===== config.mk =====
export PLATFORM = sky130hd
export DESIGN_NAME = div_clk_monitor_flat
export DESIGN_NICKNAME = d
export VERILOG_FILES = /design/src/rtl/div_clk_monitor_if.sv /design/src/rtl/div_clk_monitor.sv /design/src/flat_wrapper.sv
export SDC_FILE = /design/constraint.sdc
export NUM_CORES = 1
export LEC_CHECK = 0
export CAP_MARGIN = 40
export CORE_UTILIZATION = 30
export DETAILED_ROUTE_END_ITERATION = 10
export PLACE_DENSITY_LB_ADDON = 0.25
export SKIP_LAST_GASP = 1
export SYNTH_ARGS = -nofsm -noshare
export SYNTH_HDL_FRONTEND = slang
export SYNTH_SLANG_ARGS = --single-unit
export TNS_END_PERCENT = 20

===== constraint.sdc =====
create_clock -name clk -period 2.4 [get_ports clk]
set_input_delay 0.36 -clock clk [delete_from_list [all_inputs] [get_ports clk]]
set_output_delay 0.36 -clock clk [all_outputs]
set_load 0.05 [all_outputs]

===== src/rtl/div_clk_monitor_if.sv =====
// Signal bundle between a divided-clock source and its period/duty monitor.
// The master side drives div_in; the slave (monitor) side returns measurements and status.
interface div_clk_monitor_if #(
  parameter int unsigned CNT_W = 8
);
  logic             div_in;
  logic             meas_vld;
  logic [CNT_W-1:0] period_meas;
  logic [CNT_W-1:0] high_meas;
  logic             period_err;
  logic             duty_err;
  logic             locked;
  logic [7:0]       err_cnt;

  modport master (
    output div_in,
    input  meas_vld, period_meas, high_meas, period_err, duty_err, locked, err_cnt
  );

  modport slave (
    input  div_in,
    output meas_vld, period_meas, high_meas, period_err, duty_err, locked, err_cnt
  );
endinterface


===== src/rtl/div_clk_monitor.sv =====
// Self-check for an odd clock divider: measures period and sampled high time of div_in
// in clk cycles, flags out-of-range periods, duty errors and timeouts, and reports lock.
module div_clk_monitor #(
  parameter int unsigned EXP_PERIOD = 9,
  parameter int unsigned HIGH_MIN   = 4,
  parameter int unsigned HIGH_MAX   = 5,
  parameter int unsigned LOCK_COUNT = 4,
  parameter int unsigned CNT_W      = 8
) (
  input logic               clk,
  input logic               rst,
  div_clk_monitor_if.slave  mon
);

  localparam int unsigned RunW = (LOCK_COUNT < 1) ? 1 : $clog2(LOCK_COUNT + 1);

  localparam logic [CNT_W-1:0] ExpPeriod = CNT_W'(EXP_PERIOD);
  localparam logic [CNT_W-1:0] TimeoutAt = CNT_W'(2 * EXP_PERIOD);
  localparam logic [CNT_W-1:0] HighMin   = CNT_W'(HIGH_MIN);
  localparam logic [CNT_W-1:0] HighMax   = CNT_W'(HIGH_MAX);
  localparam logic [CNT_W-1:0] CntMax    = '1;
  localparam logic [CNT_W-1:0] CntOne    = CNT_W'(1);
  localparam logic [RunW-1:0]  LockCount = RunW'(LOCK_COUNT);

  typedef enum logic [0:0] {StSeek, StMeas} state_e;

  state_e           state_q;
  logic             div_q, div_qq;
  logic [CNT_W-1:0] per_cnt_q, hi_cnt_q;
  logic [RunW-1:0]  good_run_q;
  logic             meas_vld_q, period_err_q, duty_err_q, locked_q;
  logic [CNT_W-1:0] period_meas_q, high_meas_q;
  logic [7:0]       err_cnt_q;

  logic             rise, per_bad, duty_bad;
  logic [7:0]       err_cnt_inc;
  logic [RunW-1:0]  good_run_inc;

  always_comb begin
    rise         = div_q & ~div_qq;
    per_bad      = (per_cnt_q != ExpPeriod);
    duty_bad     = (hi_cnt_q < HighMin) || (hi_cnt_q > HighMax);
    err_cnt_inc  = (err_cnt_q == 8'hff) ? err_cnt_q : err_cnt_q + 8'd1;
    good_run_inc = (good_run_q == LockCount) ? good_run_q : good_run_q + RunW'(1);
  end

  always_ff @(posedge clk) begin
    if (rst) begin
      state_q       <= StSeek;
      div_q         <= 1'b0;
      div_qq        <= 1'b0;
      per_cnt_q     <= '0;
      hi_cnt_q      <= '0;
      good_run_q    <= '0;
      meas_vld_q    <= 1'b0;
      period_err_q  <= 1'b0;
      duty_err_q    <= 1'b0;
      locked_q      <= 1'b0;
      period_meas_q <= '0;
      high_meas_q   <= '0;
      err_cnt_q     <= '0;
    end else begin
      div_q        <= mon.div_in;
      div_qq       <= div_q;
      meas_vld_q   <= 1'b0;
      period_err_q <= 1'b0;
      duty_err_q   <= 1'b0;
      unique case (state_q)
        StSeek: begin
          if (rise) begin
            per_cnt_q <= CntOne;
            hi_cnt_q  <= CntOne;
            state_q   <= StMeas;
          end
        end
        StMeas: begin
          // A rise takes priority over the timeout check in the same cycle.
          if (rise) begin
            period_meas_q <= per_cnt_q;
            high_meas_q   <= hi_cnt_q;
            meas_vld_q    <= 1'b1;
            period_err_q  <= per_bad;
            duty_err_q    <= duty_bad;
            per_cnt_q     <= CntOne;
            hi_cnt_q      <= CntOne;
            if (per_bad || duty_bad) begin
              good_run_q <= '0;
              locked_q   <= 1'b0;
              err_cnt_q  <= err_cnt_inc;
            end else begin
              good_run_q <= good_run_inc;
              locked_q   <= (good_run_inc == LockCount);
            end
          end else if (per_cnt_q == TimeoutAt) begin
            period_err_q <= 1'b1;
            err_cnt_q    <= err_cnt_inc;
            good_run_q   <= '0;
            locked_q     <= 1'b0;
            state_q      <= StSeek;
          end else begin
            if (per_cnt_q != CntMax) per_cnt_q <= per_cnt_q + CntOne;
            if (div_q && (hi_cnt_q != CntMax)) hi_cnt_q <= hi_cnt_q + CntOne;
          end
        end
        default: state_q <= StSeek;
      endcase
    end
  end

  assign mon.meas_vld    = meas_vld_q;
  assign mon.period_meas = period_meas_q;
  assign mon.high_meas   = high_meas_q;
  assign mon.period_err  = period_err_q;
  assign mon.duty_err    = duty_err_q;
  assign mon.locked      = locked_q;
  assign mon.err_cnt     = err_cnt_q;

endmodule


===== src/flat_wrapper.sv =====
// flat-port wrapper written by rule: the top's interface ports become plain ports
module div_clk_monitor_flat 
#(
  parameter int unsigned EXP_PERIOD = 9,
  parameter int unsigned HIGH_MIN   = 4,
  parameter int unsigned HIGH_MAX   = 5,
  parameter int unsigned LOCK_COUNT = 4,
  parameter int unsigned CNT_W      = 8
)
  (clk, rst, mon_div_in, mon_meas_vld, mon_period_meas, mon_high_meas, mon_period_err, mon_duty_err, mon_locked, mon_err_cnt);
  div_clk_monitor_if #(.CNT_W(CNT_W)) mon_i ();
  input logic clk;
  input logic rst;
  input wire logic [$bits(mon_i.div_in)-1:0] mon_div_in;
  output wire logic [$bits(mon_i.meas_vld)-1:0] mon_meas_vld;
  output wire logic [$bits(mon_i.period_meas)-1:0] mon_period_meas;
  output wire logic [$bits(mon_i.high_meas)-1:0] mon_high_meas;
  output wire logic [$bits(mon_i.period_err)-1:0] mon_period_err;
  output wire logic [$bits(mon_i.duty_err)-1:0] mon_duty_err;
  output wire logic [$bits(mon_i.locked)-1:0] mon_locked;
  output wire logic [$bits(mon_i.err_cnt)-1:0] mon_err_cnt;
  assign mon_i.div_in = mon_div_in;
  assign mon_meas_vld = mon_i.meas_vld;
  assign mon_period_meas = mon_i.period_meas;
  assign mon_high_meas = mon_i.high_meas;
  assign mon_period_err = mon_i.period_err;
  assign mon_duty_err = mon_i.duty_err;
  assign mon_locked = mon_i.locked;
  assign mon_err_cnt = mon_i.err_cnt;
  div_clk_monitor #(.EXP_PERIOD(EXP_PERIOD), .HIGH_MIN(HIGH_MIN), .HIGH_MAX(HIGH_MAX), .LOCK_COUNT(LOCK_COUNT), .CNT_W(CNT_W)) u_core (.clk(clk), .rst(rst), .mon(mon_i));
endmodule

Yosys cells after proc, flatten, opt, wreduce, memory -nomap -nowiden:

Index checks and enable logic that the tools add are counted.

* bits in registers: 50
* input bits: 3
* word-level logic and storage cells: 72

* $add $sub $neg: 4
* order comparisons: 2
* equality and inequality tests: 12
* muxes and demuxes: 26
* bitwise gates (word level): 4
* reductions and logical operators: 11

Operators by type and width (count)
* $mux 8: 11
* $pmux 8 s2: 2
* $add 8x1->8 const B: 3
* $ne 8x8->1 const B: 2
* $mux 3: 4
* $ne 3x3->1 const B: 3
* $reduce_and 3->1: 3
* $eq 8x5->1 const B: 1
* $eq 8x8->1 const B: 1
* $gt 8x3->1 const B: 1
* $lt 8x3->1 const B: 1
* $mux 1: 8
* $ne 8x4->1 const B: 1
* $eq 3x3->1 const B: 2
* $reduce_and 2->1: 2
* $add 3x1->3 const B: 1
* $not 1->1: 3
* $reduce_or 3->1: 1
* $logic_or 1x1->1: 2
* $ne 2x1->1 const B: 1
* $ne 2x2->1 const B: 1
* $pmux 1 s2: 1
* $reduce_bool 2->1: 1
* $reduce_or 2->1: 1
* other kinds (2): 2

Longest topological paths before layout:

* depth after elaboration: 6
* mapped depth: 8
* depth with buffers taken out: 7

Worst setup path before layout:

Ideal clock, no wire load.

* path kind: reg2reg
* start point: register u_core.err_cnt_q[0] (netlist: u_core.mon.err_cnt[0])
* end point: register u_core.err_cnt_q[6] (netlist: u_core.mon.err_cnt[6])
* library setup time: 70 ps
* arrival time: 1842 ps
* required time: 2330 ps
* slack: 487 ps
* cell stages (with the launch flop): 6
* buffers on the path: 0
* path through: dfxtp_1 > ha_1 > and3_1 > nand3_1 > or4_1 > a21oi_1

* longest elaborated chain between the ends: 4

RTL lines
* from (decl): line div_clk_monitor.sv:33 `logic [7:0] err_cnt_q;`
* from (signal assigned): line div_clk_monitor.sv:89 `err_cnt_q <= err_cnt_inc;`
* from (signal assigned): line div_clk_monitor.sv:96 `err_cnt_q <= err_cnt_inc;`
* $add 8x1->8 / $eq 8x8->1 (equally long branches): line div_clk_monitor.sv:43 `err_cnt_inc = (err_cnt_q == 8'hff) ? err_cnt_q : err_cnt_q + 8'd1;`
* $mux 8 (*): line div_clk_monitor.sv:43
* $mux 8, on equally long branches: line div_clk_monitor.sv:94, div_clk_monitor.sv:86
* $mux 8 (*): line div_clk_monitor.sv:78 `if (rise) begin`

Mark *: on every way between the ends. The rest lies on a longest branch, timed or not. The select of a mux whose other input is x is not followed.
A chain may end at the register's enable or synchronous reset.

Final worst setup path:

* start point: register u_core.per_cnt_q[0]
* end point: register u_core.per_cnt_q[0]

* longest elaborated chain between the ends: 5

RTL lines
* from (decl): line div_clk_monitor.sv:29 `logic [CNT_W-1:0] per_cnt_q, hi_cnt_q;`
* from (signal assigned): line div_clk_monitor.sv:71 `per_cnt_q <= CntOne;`
* from (signal assigned): line div_clk_monitor.sv:84 `per_cnt_q <= CntOne;`
* from (signal assigned): line div_clk_monitor.sv:101 `if (per_cnt_q != CntMax) per_cnt_q <= per_cnt_q + CntOne;`
* $add 8x1->8: line div_clk_monitor.sv:101
* $mux 8: line div_clk_monitor.sv:101
* $mux 8: line div_clk_monitor.sv:94 `end else if (per_cnt_q == TimeoutAt) begin`
* $mux 8: line div_clk_monitor.sv:78
* $pmux 8 s2: line div_clk_monitor.sv:68 `unique case (state_q)`

Parallel ways exist; a longest one is shown, timed or not. The select of a mux whose other input is x is not followed.

==> results.yml <==
synthesis:
  syn-cell-area_sq_um: 2370
  synth_cell_types: 42
  syn-num-nets: 294
  ys.flop_type: "dfxtp_1"
  synthCells: 282
  ys_ff_latch: 50
  synthArstFlopShare: 0
  synth_edf_count: 0
  ys_seq_area_frac: 0.4224
  synth_warnings: 0
  avgSynthCellArea_sq_um: 8.403
hold_path:
  hold_depth: 2
  min_delay_worst_endpoint: "u_core.mon.period_meas[2]$_SDFFE_PP0P_"
  hold_path_class: "flip-flop to flip-flop"
  min-delay-start: "u_core.mon.period_meas[2]$_SDFFE_PP0P_"
critical_path:
  r2r_start: "u_core.per_cnt_q[0]$_SDFFE_PP0P_"
  worstPathArrival_ps: 2230
  critPathLaunch: "u_core.per_cnt_q[0]$_SDFFE_PP0P_"
  cp_cell_sequence: "inv_1 -> ha_1 -> and3b_1 -> a21boi_0 -> o21ai_0 -> nor3_1 -> a311oi_1"
  crit_fanout: 5
  reg2regPathDepth: 7
  cp_data_required_time_ps: 2570
  worstSetupEndpointType: "flip-flop"
  start_kind: "flip-flop"
  crit_family: "compound AO/OA/AOI/OAI gates"
  worstReg2RegEnd: "u_core.per_cnt_q[0]$_SDFFE_PP0P_"
  reg2reg_slack_ps: 340
  path_class: "flip-flop to flip-flop"
  slowest_delay_ps: 420
  cp.buffers_inverters: 1
  crit_path_top_delay_cell: "dfxtp_1"
finish:
  area_growth_pct: 21.75
  fin_util: 0.3753
  drive_above_1_share: 0.06090
  final_nets: 323
  n_antenna_cell: 0
floorplanning:
  initial_utilization: 0.3083
  num_rows: 32
  die-width_um: 90.88
  dieArea_sq_um: 8258
  coreArea_sq_um: 7687
  io-pin-count: 31
  die_y_um: 90.88
global_route:
  grt_max_degree: 40
  busiest_layer: "met2"
  grt_overflow: 0
  grt_pass1_vias: 2003
  use_met3: 0.03199
  grt_pass1_wl_um: 9542
  grt_antenna_before_repair: 0
  grt_util_met2: 0.2399
  grtUsageMet1: 0.1771
  grt_usage: 0.1427
placed_design:
  gp_congestion: 0.8145
  portBuffers: 30
  dp.final_hpwl_um: 3798
sta:
  tightest_slew_ps: 607.3
  rsz0062_at_grt: "false"
  final_hold_viol_count: 0
  finClkSkew_ps: 5.772
  setup_viol: 0
  fmax_mhz: 486.5
  layout_min_cycle_time_ps: 2055
  finalCritPeriodShare: 0.8564
  slew_viol_final: 0
  setup_tns_ps: 0
  relSlewSlack: 0.5942
routing:
  via_per_inst: 5.080
  first_iter_violations: 85
  routed_wl_um: 5349
  postRouteAntennaNets: 0
  num_vias: 2103
  wl_per_cell_um: 12.92
  drc: 0
  dr.pass1.iters: 4
clocking:
  cts_tree: "yes"
  postCtsSetupRepairBufs: 0
  clk_pin_slew_ps: 80
  clock-sinks: 50
  hold_buffers: 0
  ctsResizeCount: 0
  cts_buffer_depth: 2
  cts_buffers: 5
  clk-insertion-delay-late_ps: 300
  root_buffer: "clkbuf_8"
  ctsHtreeMaxLevel: 2
power_and_ir_drop:
  power_density_nw_per_um2: 515.4
  peakVddDrop_v: 0.0002608
  cellLeakagePower_nw: 0.9628
outcome:
  status: "finished, final reports clean"
job:
  cap_violations: 0
[per-layer routing]
metal  routed length [um]  up-vias
li1                     -     1057
met1                 2468      997
met2                 2596       42
met3                  201        7
met4                   82        0
met5                    0        -
[power by group]
part	switching (mW)	internal [mW]
combinational	0.0518	0.0254
sequential	0.0110	0.837
clock	0.271	0.291
total	0.334	1.15
[layout by cell type, fill, tap and decap left out, types with 2 or more instances in the layout]
cell	instances
clkbuf_8	8
nand3_1	8
inv_1	8
or3_1	2
and3b_1	2
ha_1	9
nand3b_1	6
a41oi_1	2
nand4_1	8
o211ai_1	2
nor2b_1	6
xnor2_1	3
a21oi_1	34
o21ai_0	5
a21boi_0	2
buf_4	7
nor2_1	19
or4_1	7
and2_1	5
xor2_1	4
o31ai_1	7
nand2b_1	2
nand2_1	46
clkdlybuf4s50_1	30
nor3_1	6
dfxtp_1	50
a311oi_1	4
nor4b_1	3
a211oi_1	2
and3_1	3
o21a_1	2
[synth_stat cells (2+ instances only)]
master / number / area (sq um)
and3b_1: 2 / 17.52
o21ai_0: 5 / 25.02
a21boi_0: 2 / 15.01
nor2_1: 19 / 71.32
xor2_1: 4 / 35.03
nand3_1: 8 / 40.04
ha_1: 9 / 112.6
buf_6: 2 / 22.52
xnor2_1: 3 / 26.28
o31ai_1: 7 / 52.55
nand2_1: 46 / 172.7
o211ai_1: 2 / 15.01
dfxtp_1: 50 / 1001
clkbuf_1: 9 / 33.78
buf_2: 3 / 15.01
and2_1: 5 / 31.28
or3_1: 2 / 12.51
o21a_1: 2 / 15.01
nand3b_1: 6 / 45.04
nand2b_1: 2 / 12.51
nor3_1: 6 / 30.03
and3_1: 3 / 18.77
inv_1: 8 / 30.03
a211oi_1: 2 / 15.01
a311oi_1: 4 / 35.03
nor2b_1: 6 / 37.54
a21oi_1: 34 / 170.2
nand4_1: 8 / 50.05
or4_1: 7 / 52.55
a41oi_1: 2 / 17.52
nor4b_1: 3 / 26.28
[per-stage QoR]
stage | area (sq um) | setup WS (ps) | hold slack (ps) | instances | power [mW]
floorplan | 2370 | 487.3 | 441.0 | 282 | 0.9184
global placement | 2775 | 456.3 | 445.8 | 406 | 0.9443
detailed placement | 2775 | 414.5 | 445.9 | 406 | 0.9446
CTS | 2885 | 380.1 | 458.9 | 414 | 1.511
global route | 2885 | 201.7 | 478.0 | 414 | 1.557
finish | 2885 | 344.7 | 458.1 | 414 | 1.487
[area by class of cell]
| cell class | count | area [sq um] |
|---|---|---|
| multi-input combinational | 209 | 1264 |
| inverter | 8 | 30.03 |
| timing repair buffer | 37 | 352.8 |
| tap | 102 | 127.6 |
| fill | 801 | 4802 |
| clock buffer | 8 | 110.1 |
| sequential | 50 | 1001 |
[tightest hold or removal path, cell delays in order, from the launching register on]
cell and delay [ps]:
dfxtp_1 320, nand2_1 50, a21oi_1 50
[flip-flops by register name, summed over array words and instances, names as in the netlist]
register	count
u_core.state_q	1
u_core.mon.period_err	1
u_core.mon.period_meas	8
u_core.good_run_q	3
u_core.mon.locked	1
u_core.mon.meas_vld	1
u_core.mon.err_cnt	8
u_core.mon.duty_err	1
u_core.mon.high_meas	8
u_core.per_cnt_q	8
u_core.hi_cnt_q	8
u_core.div_qq	1
u_core.div_q	1
[how the worst max path moves through the flow]
stage | end | cells past startpoint | slack, ps
after global routing | u_core.per_cnt_q[0]$_SDFFE_PP0P_ | 6 | 200
after global placement | u_core.mon.err_cnt[3]$_SDFFE_PP0P_ | 6 | 460
final | u_core.per_cnt_q[0]$_SDFFE_PP0P_ | 7 | 340
after detailed placement | u_core.per_cnt_q[0]$_SDFFE_PP0P_ | 7 | 410
after CTS | u_core.mon.err_cnt[7]$_SDFFE_PP0P_ | 6 | 380
after floorplan | u_core.mon.err_cnt[6]$_SDFFE_PP0P_ | 5 | 490
[logic make-up after synthesis]
family	after synthesis	synth area share
XOR/XNOR	7	0.02587
adder cells (fa/ha/maj)	9	0.04752
flip-flops	50	0.4224
buffers and inverters	23	0.04435
AND/OR/NAND/NOR	129	0.2867
AO/OA/AOI/OAI	64	0.1732
(Power assumes the default switching activity.)
